File: src/rtl/kbd_event_ctrl_if.sv
// Signal bundle between kbd_event_ctrl, the PS/2 receiver and the event consumer.
// The controller uses the master modport; the environment uses slave.
interface kbd_event_ctrl_if;
    logic       en;
    logic       ps2_ready;
    logic [7:0] ps2_keydata;
    logic       ps2_overflow;
    logic       ps2_nextdata_n;
    logic       ps2_clrn;
    logic       ev_valid;
    logic       ev_ready;
    logic [7:0] ev_code;
    logic       ev_ext;
    logic       ev_release;
    logic [7:0] err_cnt;

    modport master (
        input  en, ps2_ready, ps2_keydata, ps2_overflow, ev_ready,
        output ps2_nextdata_n, ps2_clrn, ev_valid, ev_code, ev_ext, ev_release, err_cnt
    );

    modport slave (
        output en, ps2_ready, ps2_keydata, ps2_overflow, ev_ready,
        input  ps2_nextdata_n, ps2_clrn, ev_valid, ev_code, ev_ext, ev_release, err_cnt
    );
endinterface

File: src/rtl/kbd_event_ctrl.sv
// PS/2 scan-code byte consumer: folds E0/F0 prefixes into events held in a FWFT queue.
// Optional macro KBD_TYPEMATIC_FILTER_EN suppresses repeated makes of the held key.
module kbd_event_ctrl #(
    parameter int unsigned FIFO_DEPTH  = 4,
    parameter int unsigned RECOVER_CYC = 4
) (
    input  logic             clk,
    input  logic             reset,
    kbd_event_ctrl_if.master bus
);

    localparam int unsigned PtrW = (FIFO_DEPTH > 1) ? $clog2(FIFO_DEPTH) : 1;
    localparam int unsigned CntW = PtrW + 1;
    localparam int unsigned RcW  = (RECOVER_CYC > 1) ? $clog2(RECOVER_CYC + 1) : 1;

    typedef enum logic [1:0] {StIdle, StAck, StRecover} state_e;

    state_e          state_q;
    logic [7:0]      byte_q;
    logic            ext_q;
    logic            rel_q;
    logic            nextdata_n_q;
    logic            clrn_q;
    logic [RcW-1:0]  rc_cnt_q;
    logic [7:0]      err_cnt_q;
    logic            push_valid_q;
    logic [9:0]      push_entry_q;

    logic [CntW-1:0] count_q;
    logic [PtrW-1:0] wr_ptr_q;
    logic [PtrW-1:0] rd_ptr_q;
    logic [9:0]      mem [FIFO_DEPTH];

    logic is_ext_pfx;
    logic is_rel_pfx;
    logic has_room;
    logic pop;
    logic drop;

    assign is_ext_pfx = (byte_q == 8'hE0);
    assign is_rel_pfx = (byte_q == 8'hF0);
    assign pop        = (count_q != '0) && bus.ev_ready;
    // An entry decoded but not yet written still owns a slot.
    assign has_room   = ({1'b0, count_q} + {{CntW{1'b0}}, push_valid_q})
                        < (CntW + 1)'(FIFO_DEPTH);

`ifdef KBD_TYPEMATIC_FILTER_EN
    logic       held_valid_q;
    logic [8:0] held_q;

    assign drop = !rel_q && held_valid_q && (held_q == {ext_q, byte_q});
`else
    assign drop = 1'b0;
`endif

    always_ff @(posedge clk or posedge reset) begin
        if (reset) begin
            state_q      <= StIdle;
            byte_q       <= 8'h00;
            ext_q        <= 1'b0;
            rel_q        <= 1'b0;
            nextdata_n_q <= 1'b1;
            clrn_q       <= 1'b0;
            rc_cnt_q     <= '0;
            err_cnt_q    <= 8'h00;
            push_valid_q <= 1'b0;
            push_entry_q <= 10'h000;
`ifdef KBD_TYPEMATIC_FILTER_EN
            held_valid_q <= 1'b0;
            held_q       <= 9'h000;
`endif
        end else begin
            nextdata_n_q <= 1'b1;
            clrn_q       <= 1'b1;
            push_valid_q <= 1'b0;
            unique case (state_q)
                StIdle: begin
                    if (bus.ps2_overflow) begin
                        state_q  <= StRecover;
                        clrn_q   <= 1'b0;
                        rc_cnt_q <= RcW'(RECOVER_CYC - 1);
                        ext_q    <= 1'b0;
                        rel_q    <= 1'b0;
                        if (err_cnt_q != 8'hFF) begin
                            err_cnt_q <= err_cnt_q + 8'd1;
                        end
`ifdef KBD_TYPEMATIC_FILTER_EN
                        held_valid_q <= 1'b0;
`endif
                    end else if (bus.en && bus.ps2_ready && has_room) begin
                        byte_q       <= bus.ps2_keydata;
                        nextdata_n_q <= 1'b0;
                        state_q      <= StAck;
                    end
                end
                StAck: begin
                    state_q <= StIdle;
                    if (is_ext_pfx) begin
                        ext_q <= 1'b1;
                    end else if (is_rel_pfx) begin
                        rel_q <= 1'b1;
                    end else begin
                        ext_q        <= 1'b0;
                        rel_q        <= 1'b0;
                        push_valid_q <= !drop;
                        push_entry_q <= {ext_q, rel_q, byte_q};
`ifdef KBD_TYPEMATIC_FILTER_EN
                        if (!rel_q) begin
                            held_valid_q <= 1'b1;
                            held_q       <= {ext_q, byte_q};
                        end else if (held_q == {ext_q, byte_q}) begin
                            held_valid_q <= 1'b0;
                        end
`endif
                    end
                end
                StRecover: begin
                    if (rc_cnt_q == '0) begin
                        state_q <= StIdle;
                    end else begin
                        rc_cnt_q <= rc_cnt_q - RcW'(1);
                        clrn_q   <= 1'b0;
                    end
                end
                default: state_q <= StIdle;
            endcase
        end
    end

    always_ff @(posedge clk or posedge reset) begin
        if (reset) begin
            count_q  <= '0;
            wr_ptr_q <= '0;
            rd_ptr_q <= '0;
        end else begin
            if (push_valid_q) begin
                wr_ptr_q <= wr_ptr_q + PtrW'(1);
            end
            if (pop) begin
                rd_ptr_q <= rd_ptr_q + PtrW'(1);
            end
            if (push_valid_q && !pop) begin
                count_q <= count_q + CntW'(1);
            end else if (!push_valid_q && pop) begin
                count_q <= count_q - CntW'(1);
            end
        end
    end

    // Storage needs no reset; ev_valid masks stale contents.
    always_ff @(posedge clk) begin
        if (push_valid_q) begin
            mem[wr_ptr_q] <= push_entry_q;
        end
    end

    assign bus.ev_valid                             = (count_q != '0);
    assign {bus.ev_ext, bus.ev_release, bus.ev_code} = mem[rd_ptr_q];
    assign bus.ps2_nextdata_n                       = nextdata_n_q;
    assign bus.ps2_clrn                             = clrn_q;
    assign bus.err_cnt                              = err_cnt_q;

endmodule

File: src/flat_wrapper.sv
// flat-port wrapper written by rule: the top's interface ports become plain ports
module kbd_event_ctrl_flat 
#(
    parameter int unsigned FIFO_DEPTH  = 4,
    parameter int unsigned RECOVER_CYC = 4
)
  (clk, reset, bus_en, bus_ps2_ready, bus_ps2_keydata, bus_ps2_overflow, bus_ev_ready, bus_ps2_nextdata_n, bus_ps2_clrn, bus_ev_valid, bus_ev_code, bus_ev_ext, bus_ev_release, bus_err_cnt);
  kbd_event_ctrl_if bus_i ();
  input  logic clk;
  input  logic reset;
  input wire logic [$bits(bus_i.en)-1:0] bus_en;
  input wire logic [$bits(bus_i.ps2_ready)-1:0] bus_ps2_ready;
  input wire logic [$bits(bus_i.ps2_keydata)-1:0] bus_ps2_keydata;
  input wire logic [$bits(bus_i.ps2_overflow)-1:0] bus_ps2_overflow;
  input wire logic [$bits(bus_i.ev_ready)-1:0] bus_ev_ready;
  output wire logic [$bits(bus_i.ps2_nextdata_n)-1:0] bus_ps2_nextdata_n;
  output wire logic [$bits(bus_i.ps2_clrn)-1:0] bus_ps2_clrn;
  output wire logic [$bits(bus_i.ev_valid)-1:0] bus_ev_valid;
  output wire logic [$bits(bus_i.ev_code)-1:0] bus_ev_code;
  output wire logic [$bits(bus_i.ev_ext)-1:0] bus_ev_ext;
  output wire logic [$bits(bus_i.ev_release)-1:0] bus_ev_release;
  output wire logic [$bits(bus_i.err_cnt)-1:0] bus_err_cnt;
  assign bus_i.en = bus_en;
  assign bus_i.ps2_ready = bus_ps2_ready;
  assign bus_i.ps2_keydata = bus_ps2_keydata;
  assign bus_i.ps2_overflow = bus_ps2_overflow;
  assign bus_i.ev_ready = bus_ev_ready;
  assign bus_ps2_nextdata_n = bus_i.ps2_nextdata_n;
  assign bus_ps2_clrn = bus_i.ps2_clrn;
  assign bus_ev_valid = bus_i.ev_valid;
  assign bus_ev_code = bus_i.ev_code;
  assign bus_ev_ext = bus_i.ev_ext;
  assign bus_ev_release = bus_i.ev_release;
  assign bus_err_cnt = bus_i.err_cnt;
  kbd_event_ctrl #(.FIFO_DEPTH(FIFO_DEPTH), .RECOVER_CYC(RECOVER_CYC)) u_core (.clk(clk), .reset(reset), .bus(bus_i));
endmodule
File: config.mk
export PLATFORM = sky130hd
export DESIGN_NAME = kbd_event_ctrl_flat
export DESIGN_NICKNAME = d
export VERILOG_FILES = /design/src/rtl/kbd_event_ctrl_if.sv /design/src/rtl/kbd_event_ctrl.sv /design/src/flat_wrapper.sv
export SDC_FILE = /design/constraint.sdc
export NUM_CORES = 1
export LEC_CHECK = 0
export CORE_MARGIN = 1.5
export CORE_UTILIZATION = 56
export DETAILED_ROUTE_END_ITERATION = 8
export PLACE_DENSITY = 0.78
export SYNTH_ARGS = -nofsm -noshare
export SYNTH_HDL_FRONTEND = slang
export SYNTH_SLANG_ARGS = --single-unit
File: constraint.sdc
create_clock -name clk -period 2.75 [get_ports clk]
set_input_delay 0.55 -clock clk [delete_from_list [all_inputs] [get_ports clk]]
set_output_delay 0.55 -clock clk [all_outputs]
set_load 0.01 [all_outputs]
==> parameters.txt, run 1 <==
Parameter                              Value

Clock network
  CTS clk-pin slew, worst paths    80 ps
  # hold bufs at CTS    0
  Insertion delay to the later sink of the worst-skew pair    350 ps
  Number of clock sinks    83
  TritonCTS Buffers    9
  Post-cts resize count    0
  Number of H-tree levels    3
  CTS tree    yes
  Maximum root-to-sink buffer count    2
  Number of buffers inserted by post-CTS setup repair    0
  CTS root buffer    sky130_fd_sc_hd__clkbuf_8

Global routing
  Vias in the first global route    1,718
  Global-route wire length before repair    8580 um
  Overall track demand over capacity in global routing    0.181
  Global-route congestion overflow total    0
  Pin count of the biggest net entering global routing    44
  Initial antenna violation count    0

STA
  Final setup fails    0
  Slew margin rel.    0.640
  Fin. Hold Viols    0
  Final Cycle Share    0.930
  Slew of the pin with the lowest slew margin    541 ps
  Worst setup margin    193 ps
  Max-slew violation count    0
  Setup TNS    0 ps
  Fin Clk Skew    6.50 ps
  Maximum clock frequency    391 MHz
  Setup repair after global routing missed its margin    false
  Min Clock Period, post-route    2560 ps

Detailed routing
  Routed WL    5250 um
  Antenna-violating nets left    0
  Avg WL per Cell    16.1 um
  Count of TritonRoute iterations in the first routing pass    4
  Total via count after detailed routing    1,801
  First-iteration detailed-routing DRC count    115
  DRC violation count after routing    0
  Via-to-Cell Ratio    5.52

Layout
  Area growth from synthesis to layout    18.1%
  Nets    269
  Antenna diode count    0
  Share of layout cells above drive strength 1    0.235
  Fill count    436
  Commonest cells after routing, fill and taps aside    sky130_fd_sc_hd__dfrtp_1, sky130_fd_sc_hd__edfxtp_1, sky130_fd_sc_hd__clkdlybuf4s50_1
  Most frequent standard cell in the layout excluding fill and tap cells    sky130_fd_sc_hd__dfrtp_1
  Core Util, Final    0.689

Floorplan
  IO Count    35
  Placement row count    28
  Core box area    5960 um2
  Die footprint    6690 um2
  Chip width    81.8 um
  Initial Utilization    0.584
  Die H    81.8 um

Synthesis
  Distinct cell type count of the synthesized netlist    42
  Warnings from Yosys    0
  Post-synth top flop    sky130_fd_sc_hd__dfrtp_1
  Mean instance size in the synthesized netlist    17.2 um2
  Async SR Flop Fraction    0.518
  Sequential element share of the synthesized area    0.656
  Share of the synthesized area in the top cell type    0.346
  Post-Synthesis Cells    202
  Synthesized Nets    225
  Area of the mapped netlist    3480 um2
  Main area contributors after synthesis    sky130_fd_sc_hd__edfxtp_1, sky130_fd_sc_hd__dfrtp_1, sky130_fd_sc_hd__mux2_4, sky130_fd_sc_hd__mux4_2, sky130_fd_sc_hd__ha_1
  EDFF count, synth    40
  Cell type contributing the most total cell area after synthesis    sky130_fd_sc_hd__edfxtp_1
  Flip-flop and latch count after synthesis    83

Pwr
  Clock network fraction of total power    0.243
  Pleak    0.00167 uW
  Fraction of power consumed by combinational cells    0.270
  Cell internal power dissipation    2550 uW
  Reg power frac    0.487
  Net switching power of the design    1030 uW
  Total power divided by cell area    872 nW/um2
  Share of total power consumed by net switching    0.288
  Peak supply drop    0.000547 V

Critical path
  Reg2Reg Depth    8
  Required time of the critical path    2200 ps
  Slack of the worst reg-to-reg path    550 ps
  Largest fanout of any net on the critical path    10
  Critical Path Sink Type    output port
  Reg-to-reg critical path endpoint    u_core.count_q[2]
  Class of the most critical setup path    register to output port
  Crit start category    register
  CP endpoint    bus_ev_code[1]
  Setup crit start    u_core.rd_ptr_q[0]
  R2r startpoint    u_core.count_q[0]
  Arrival time of the worst setup path    2010 ps

Job
  Reported max-cap violation count    0

Worst hold path
  Classification of the worst-slack hold path    register to register

Place
  Number of buffers inserted by port buffering    34
  RD Place Congestion    0.725
  Worst slack at placement    456 ps
  HPWL Detailed    3480 um

Status
  Outcome    finished clean
==> flip-flops by register name (all words and copies together) (netlist names), 2 cells and up <==
name / cells
u_core.bus.err_cnt: 8
u_core.byte_q: 8
u_core.count_q: 3
u_core.mem: 40
u_core.push_entry_q: 10
u_core.rc_cnt_q: 3
u_core.rd_ptr_q: 2
u_core.state_q: 2
u_core.wr_ptr_q: 2
==> per-stage QoR <==
step                cell area [um2]  cells  total power, uW  hold slack, ps
floorplan                      3480    202             2360             448
global placement               3910    310             2720             485
detailed placement             3910    310             2760             487
CTS                            4110    326             3630             499
global route                   4110    326             3780             517
finish                         4110    326             3580             489
==> worst min path at each step <==
| stage | from | endpoint | slack, ps | depth (start not counted) |
|---|---|---|---|---|
| CTS | u_core.rd_ptr_q[0] | u_core.rd_ptr_q[0] | 500 | 1 |
| floorplan | u_core.count_q[2] | u_core.count_q[2] | 450 | 1 |
| global route | u_core.count_q[2] | u_core.count_q[2] | 520 | 1 |
| detailed placement | u_core.rd_ptr_q[0] | u_core.rd_ptr_q[0] | 490 | 1 |
| global placement | u_core.rd_ptr_q[0] | u_core.rd_ptr_q[0] | 480 | 1 |
| finish | u_core.count_q[2] | u_core.count_q[2] | 490 | 1 |
==> final cells by class <==
type | count | area, um2 | share of cell area
Tap cell | 75 | 93.8 | 0.0229
Multi-Input combinational cell | 106 | 1140 | 0.278
Sequential cell | 83 | 2280 | 0.555
Timing Repair Buffer | 36 | 355 | 0.0865
Clock inverter | 7 | 77.6 | 0.0189
Clock buffer | 9 | 124 | 0.0302
Inverter | 10 | 37.5 | 0.00914
==> logic make-up after synthesis <==
family / share of synthesized area
buffers and inverters: 0.0166
AOI/OAI and AO/OA: 0.0320
and+or+nand+nor: 0.0803
xor gates and xnor gates: 0.0227
muxes: 0.158
adders and majority gates: 0.0346
DFF: 0.656
==> power by group through the flow <==
| stage | combinational (uW) | sequential [uW] | clock (uW) |
|---|---|---|---|
| finish | 967 | 1750 | 870 |
| global route | 1060 | 1780 | 939 |
| CTS | 988 | 1750 | 895 |
| detailed placement | 982 | 1770 | 0 |
| global placement | 953 | 1760 | 0 |
| floorplan | 662 | 1700 | 0 |
==> cell usage after synthesis (all sizes together), types with 2 or more instances <==
cell	instances
a21oi	2
a2bb2oi	3
a31oi	2
and2	5
and3	2
and4bb	3
buf	2
dfrtp	42
edfxtp	40
ha	8
inv	10
mux2	23
mux4	10
nand2	5
nand2b	3
nand3	6
nand4	3
nor2	6
o211ai	2
o21ai	3
xnor2	6
xor2	3
==> critical path: stages, from the launching register on <==
cell,delay [ps]
sky130_fd_sc_hd__dfrtp_1,380
sky130_fd_sc_hd__buf_4,250
sky130_fd_sc_hd__mux4_2,530
sky130_fd_sc_hd__clkdlybuf4s50_1,490
==> layer usage <==
| metal | wire length [um] | vias up | global-route usage |
|---|---|---|---|
| met1 | 2510 | 898 | 0.250 |
| met2 | 2360 | 43 | 0.266 |
| li1 | - | 847 | - |
| met3 | 239 | 13 | 0.0433 |
| met5 | 0 | - | 0 |
| met4 | 129 | 0 | 0.102 |
No activity file was read; power rests on OpenSTA's default activity.
==> inputs of run 2 (changes only) <==
--- a/config.mk
+++ b/config.mk
@@ -5,10 +5,10 @@
 export SDC_FILE = /design/constraint.sdc
 export NUM_CORES = 1
 export LEC_CHECK = 0
-export CORE_MARGIN = 1.5
-export CORE_UTILIZATION = 56
+export CORE_UTILIZATION = 44
 export DETAILED_ROUTE_END_ITERATION = 8
-export PLACE_DENSITY = 0.78
+export PLACE_DENSITY = 0.63
+export SKIP_CTS_REPAIR_TIMING = 1
 export SYNTH_ARGS = -nofsm -noshare
 export SYNTH_HDL_FRONTEND = slang
 export SYNTH_SLANG_ARGS = --single-unit
==> run 2 against run 1 <==
- critical endpoint is now bus_ev_code[7]
- non-clock buffer count is the same
- critical path type unchanged
- critical path depth is the same
- maximum frequency shrank 0.72%
- worst hold slack improved by 17 ps
- highest routed layer unchanged
==> parameters.txt, run 2 (synthesis gave the netlist of run 1 again) <==
Parameter                              Value

Clock network
  Number of clock sinks    83 (unchanged)
  CTS tree    yes
  CTS root buffer    sky130_fd_sc_hd__clkbuf_8
  Maximum root-to-sink buffer count    2 (unchanged)
  CTS clk-pin slew, worst paths    80 ps (about the same)
  TritonCTS Buffers    9 (unchanged)
  Insertion delay to the later sink of the worst-skew pair    350 ps (about the same)
  Number of H-tree levels    3 (unchanged)

Detailed routing
  Antenna-violating nets left    0 (unchanged)
  Count of TritonRoute iterations in the first routing pass    5 (+1)
  Routed WL    5500 um (+4.8%)
  Via-to-Cell Ratio    5.06 (-8.5%)
  Total via count after detailed routing    1,785 (-0.89%)
  First-iteration detailed-routing DRC count    89 (-23%)
  Avg WL per Cell    15.6 um (-3.2%)
  DRC violation count after routing    0 (unchanged)

Place
  RD Place Congestion    0.727 (+0.25%)
  Number of buffers inserted by port buffering    34 (unchanged)
  HPWL Detailed    3640 um (+4.4%)
  Placed cell areas    3940 um2 (+0.87%)

Layout
  Antenna diode count    0 (unchanged)
  Nets    269 (unchanged)
  Commonest cells after routing, fill and taps aside    sky130_fd_sc_hd__dfrtp_1, sky130_fd_sc_hd__edfxtp_1, sky130_fd_sc_hd__clkdlybuf4s50_1
  Share of layout cells above drive strength 1    0.227 (-0.00797)
  Post-route standard cell area excluding fillers    4180 um2 (+1.7%)
  Register area    2280 um2 (unchanged)
  Fill count    646 (+48%)
  Top Registers    u_core.mem x40, u_core.push_entry_q x10
  Most frequent standard cell in the layout excluding fill and tap cells    sky130_fd_sc_hd__dfrtp_1
  Area of combinational cells with multiple inputs    1140 um2 (unchanged)
  Number of flip-flops in the largest register    40 (unchanged)
  Area growth from synthesis to layout    20.2%
  Register ranked first by flip-flop count    u_core.mem

Critical path
  R2r startpoint    u_core.count_q[0]
  Required time of the critical path    2200 ps (about the same)
  Reg2Reg Depth    8 (unchanged)
  Class of the most critical setup path    register to output port
  Crit start category    register
  Critical Path Sink Type    output port
  Cell-by-cell listing of the critical path    buf_4 -> mux4_2 -> clkdlybuf4s50_1
  Reg-to-reg critical path endpoint    u_core.count_q[2]
  Slowest-stage cell, CP    sky130_fd_sc_hd__mux4_2
  Delay contributed by the slowest stage of the critical path    540 ps (about the same)
  Arrival time of the worst setup path    2030 ps (+20 ps)
  Top Family by Delay on Critical Path    buffers and inverters
  Slack of the worst reg-to-reg path    550 ps (about the same)
  CP Buf/Inv Count    2 (unchanged)
  Largest fanout of any net on the critical path    10 (unchanged)

Global routing
  Vias in the first global route    1,813 (+5.5%)
  Pin count of the biggest net entering global routing    44 (unchanged)
  Overall track demand over capacity in global routing    0.149 (-0.0322)
  Initial antenna violation count    0 (unchanged)
  Global-route wire length before repair    9250 um (+7.8%)
  Global-route congestion overflow total    0 (unchanged)

STA
  Fin Clk Skew    8.80 ps (+2.30 ps)
  Slew of the pin with the lowest slew margin    562 ps (+21.0 ps)
  Final Cycle Share    0.937 (+0.00678)
  Setup TNS    0 ps (unchanged)
  Setup repair after global routing missed its margin    false
  Max-slew violation count    0 (unchanged)
  Slew margin rel.    0.626 (-0.0140)
  Min Clock Period, post-route    2580 ps (+18.6 ps)
  Fin. Hold Viols    0 (unchanged)
  Final setup fails    0 (unchanged)
  Maximum clock frequency    388 MHz (-0.72%)

Pwr
  Net switching power of the design    1020 uW (-0.93%)
  Pleak    0.00170 uW (+2.1%)
  Cell internal power dissipation    2730 uW (+7.2%)
  Fraction of power consumed by combinational cells    0.258 (-0.012)
  Total power divided by cell area    899 nW/um2 (+3.0%)
  Reg power frac    0.465 (-0.022)
  Clock network fraction of total power    0.277 (+0.034)
  Share of total power consumed by net switching    0.272 (-0.0158)
  Peak supply drop    0.000566 V (+3.4%)

Floorplan
  Initial Utilization    0.452 (-0.131)
  Core box area    7690 um2 (+29%)
  Chip width    90.9 um (+11%)
  Die footprint    8260 um2 (+23%)
  Die H    90.9 um (+11%)
  IO Count    35 (unchanged)
  Placement row count    32 (+14%)

Worst hold path
  Worst Hold Launch    u_core.rd_ptr_q[0]
  Worst hold stages    1 (unchanged)
  Endpoint of the worst hold-timing path    u_core.rd_ptr_q[0]
  Classification of the worst-slack hold path    register to register

Status
  Outcome    finished clean

Job
  Reported max-cap violation count    0 (unchanged)
-- run 2: worst max path at each step --
stage          slack [ps]          startpoint           endpoint  depth (start not counted)
6_report              170  u_core.rd_ptr_q[0]     bus_ev_code[7]                          3
5_1_grt                70  u_core.rd_ptr_q[0]     bus_ev_code[7]                          3
4_1_cts               130  u_core.rd_ptr_q[0]     bus_ev_code[7]                          3
3_5_place_dp          450        bus_ev_ready  u_core.count_q[2]                          8
3_3_place_gp          510        bus_ev_ready  u_core.count_q[2]                          8
2_1_floorplan         630   u_core.count_q[0]  u_core.count_q[2]                          8
-- run 2: cell type report --
cell class,instances,share of cell area
Clock buffer,10,0.0305
Clock inverter,6,0.0267
Inverter,10,0.00898
Multi-Input combinational cell,106,0.273
Sequential cell,83,0.545
Tap cell,102,0.0305
Timing Repair Buffer,36,0.0851
-- run 2: through the flow --
stage | std cells | power, uW | setup slack (ps) | utilization | hold slack [ps]
2_1_floorplan | 202 | 2360 | 633 | - | 448
3_3_place_gp | 337 | 2740 | 509 | 0.512 | 490
3_5_place_dp | 337 | 2750 | 450 | 0.512 | 499
4_1_cts | 353 | 3800 | 126 | 0.543 | 514
5_1_grt | 353 | 3960 | 68.1 | 0.543 | 542
6_report | 353 | 3760 | 174 | 0.543 | 506
-- run 2: power groups by stage --
stage          clock (uW)  combinational (uW)  sequential [uW]
3_5_place_dp            0                 976             1780
4_1_cts              1070                 984             1750
2_1_floorplan           0                 662             1700
6_report             1040                 968             1750
5_1_grt              1100                1070             1780
3_3_place_gp            0                 963             1780
-- run 2: metal layers --
| layer | GRT usage | routed length, um | up-vias |
|---|---|---|---|
| met5 | 0 | 0 | - |
| met4 | 0.0516 | 68 | 0 |
| met3 | 0.0530 | 296 | 8 |
| met2 | 0.235 | 2650 | 62 |
| met1 | 0.190 | 2480 | 867 |
| li1 | - | - | 848 |
==> inputs of run 3 (changes only) <==
==> constraint.sdc (replaced) <==
create_clock -name clk -period 2.75 [get_ports clk]
set_input_delay 0.55 -clock clk [delete_from_list [all_inputs] [get_ports clk]]
set_output_delay 0.55 -clock clk [all_outputs]
set_load 0.02 [all_outputs]
==> run 3 against run 2 <==
- final area down 0.12%
- worst setup slack got worse by 59 ps
- first-iteration DRC count down 20%
- die area is the same
- sequential cell count did not move
- largest cell class unchanged
- register-to-register slack about the same
- maximum frequency down 2.2%
- critical endpoint is now bus_ev_code[1]
- combinational power increased by 8%
==> parameters.txt, run 3 (synthesis gave the netlist of run 1 again) <==
Parameter                              Value

Global routing
  Global-route congestion overflow total    0 (unchanged)
  Pin count of the biggest net entering global routing    44 (unchanged)
  Overall track demand over capacity in global routing    0.146 (-0.00243)
  Global-route wire length before repair    9250 um (unchanged)
  Initial antenna violation count    0 (unchanged)
  Vias in the first global route    1,823 (+0.55%)

Layout
  Number of flip-flops in the largest register    40 (unchanged)
  Antenna diode count    0 (unchanged)
  Share of layout cells above drive strength 1    0.235 (+0.00797)
  Core Util, Final    0.543 (-0.000651)
  Nets    269 (unchanged)
  Register ranked first by flip-flop count    u_core.mem
  Commonest cells after routing, fill and taps aside    sky130_fd_sc_hd__dfrtp_1, sky130_fd_sc_hd__edfxtp_1, sky130_fd_sc_hd__clkdlybuf4s50_1
  Area growth from synthesis to layout    20.1%
  Top Registers    u_core.mem x40, u_core.push_entry_q x10
  Most frequent standard cell in the layout excluding fill and tap cells    sky130_fd_sc_hd__dfrtp_1

Critical path
  Required time of the critical path    2200 ps (about the same)
  Slack of the worst reg-to-reg path    560 ps (about the same)
  Critical Path Sink Type    output port
  Arrival time of the worst setup path    2080 ps (+50 ps)
  Crit start category    register
  R2r startpoint    u_core.count_q[0]
  Setup crit start    u_core.rd_ptr_q[0]
  Class of the most critical setup path    register to output port
  Largest fanout of any net on the critical path    10 (unchanged)

Floorplan
  Die H    90.9 um (unchanged)
  Chip width    90.9 um (unchanged)
  Initial Utilization    0.452 (unchanged)
  Die footprint    8260 um2 (unchanged)
  IO Count    35 (unchanged)
  Core box area    7690 um2 (unchanged)
  Placement row count    32 (unchanged)

Place
  Number of buffers inserted by port buffering    34 (unchanged)
  RD Place Congestion    0.750 (+3.2%)
  Worst slack at placement    452 ps (+1.76 ps)
  HPWL Detailed    3640 um (+0.13%)

Detailed routing
  Count of TritonRoute iterations in the first routing pass    4 (-1)
  Via-to-Cell Ratio    5.05 (about the same)
  Antenna-violating nets left    0 (unchanged)
  First-iteration detailed-routing DRC count    71 (-20%)
  Avg WL per Cell    15.3 um (-1.6%)
  Total via count after detailed routing    1,784 (-0.056%)
  Routed WL    5410 um (-1.6%)
  DRC violation count after routing    0 (unchanged)

Clock network
  Number of H-tree levels    3 (unchanged)
  Insertion delay to the later sink of the worst-skew pair    350 ps (about the same)
  CTS root buffer    sky130_fd_sc_hd__clkbuf_8
  Maximum root-to-sink buffer count    2 (unchanged)
  CTS tree    yes
  Number of clock sinks    83 (unchanged)
  TritonCTS Buffers    9 (unchanged)
  CTS clk-pin slew, worst paths    90 ps (about the same)

Pwr
  Peak supply drop    0.000350 V (-38%)
  Clock network fraction of total power    0.260 (-0.017)
  Cell internal power dissipation    2650 uW (-3.0%)
  Net switching power of the design    1130 uW (+10%)
  Total power divided by cell area    906 nW/um2 (+0.77%)
  Reg power frac    0.463 (-0.002)
  Pleak    0.00170 uW (-0.34%)
  Share of total power consumed by net switching    0.298 (+0.0261)
  Fraction of power consumed by combinational cells    0.277 (+0.019)

STA
  Worst setup margin    115 ps (-59.0 ps)
  Final setup fails    0 (unchanged)
  Final Cycle Share    0.958 (+0.0215)
  Setup repair after global routing missed its margin    false
  Maximum clock frequency    380 MHz (-2.2%)
  Max-slew violation count    0 (unchanged)
  Fin Clk Skew    10.2 ps (+1.43 ps)
  Fin. Hold Viols    0 (unchanged)
  Slew margin rel.    0.633 (+0.00733)
  Min Clock Period, post-route    2630 ps (+59.0 ps)
  Slew of the pin with the lowest slew margin    551 ps (-11.0 ps)
  Setup TNS    0 ps (unchanged)

Worst hold path
  Classification of the worst-slack hold path    register to register
  Worst Hold Launch    u_core.rd_ptr_q[0]

Job
  Reported max-cap violation count    0 (unchanged)

Status
  Outcome    finished clean
run 3: cell count changes in the layout (fill, tap and decap cells not counted), sizes merged:
cell / previous run / this run
clkinvlp: 0 / 1
clkbuf: 10 / 9
bufinv: 3 / 2
clkinv: 1 / 2
run 3: worst max-delay path, cell delays in order, from the launching register on:
cell and delay (ps):
sky130_fd_sc_hd__dfrtp_1 390, sky130_fd_sc_hd__buf_4 250, sky130_fd_sc_hd__mux4_2 540, sky130_fd_sc_hd__clkdlybuf4s50_1 550
run 3: layout make-up:
type,count,area (um2)
Clock inverter,7,110
Tap cell,102,128
Sequential cell,83,2280
Timing Repair Buffer,36,355
Clock buffer,9,124
Multi-Input combinational cell,106,1140
Fill cell,639,3510
Inverter,10,37.5
run 3: worst paths after layout:
check	cells past startpoint	to
worst min-delay path	1	u_core.rd_ptr_q[0]
min in group asynchronous	3	u_core.bus.err_cnt[7]
worst min register to register	1	u_core.rd_ptr_q[0]
worst max-delay path	3	bus_ev_code[1]
max in group asynchronous	3	u_core.push_entry_q[0]
worst max register to register	8	u_core.count_q[2]
run 3: power by group through the flow:
stage | clock, uW | sequential, uW | combinational (uW)
after floorplan | 0 | 1730 | 721
after global placement | 0 | 1770 | 1040
after detailed placement | 0 | 1780 | 1060
after CTS | 1000 | 1750 | 1070
after global routing | 1060 | 1790 | 1150
final | 982 | 1750 | 1050
run 3: routing by layer:
layer,global-route usage,vias up,share of wire
li1,-,847,-
met1,0.203,891,0.49
met2,0.217,37,0.45
met3,0.0412,9,0.039
met4,0.0635,0,0.016
met5,0,-,0
run 3: metrics by stage:
step	total power (uW)	cells	hold slack, ps	instance area, um2
final	3780	353	504	4170
after global routing	3990	353	515	4170
after CTS	3830	353	511	4170
after detailed placement	2840	337	498	3940
after global placement	2810	337	489	3940
after floorplan	2450	202	448	3480
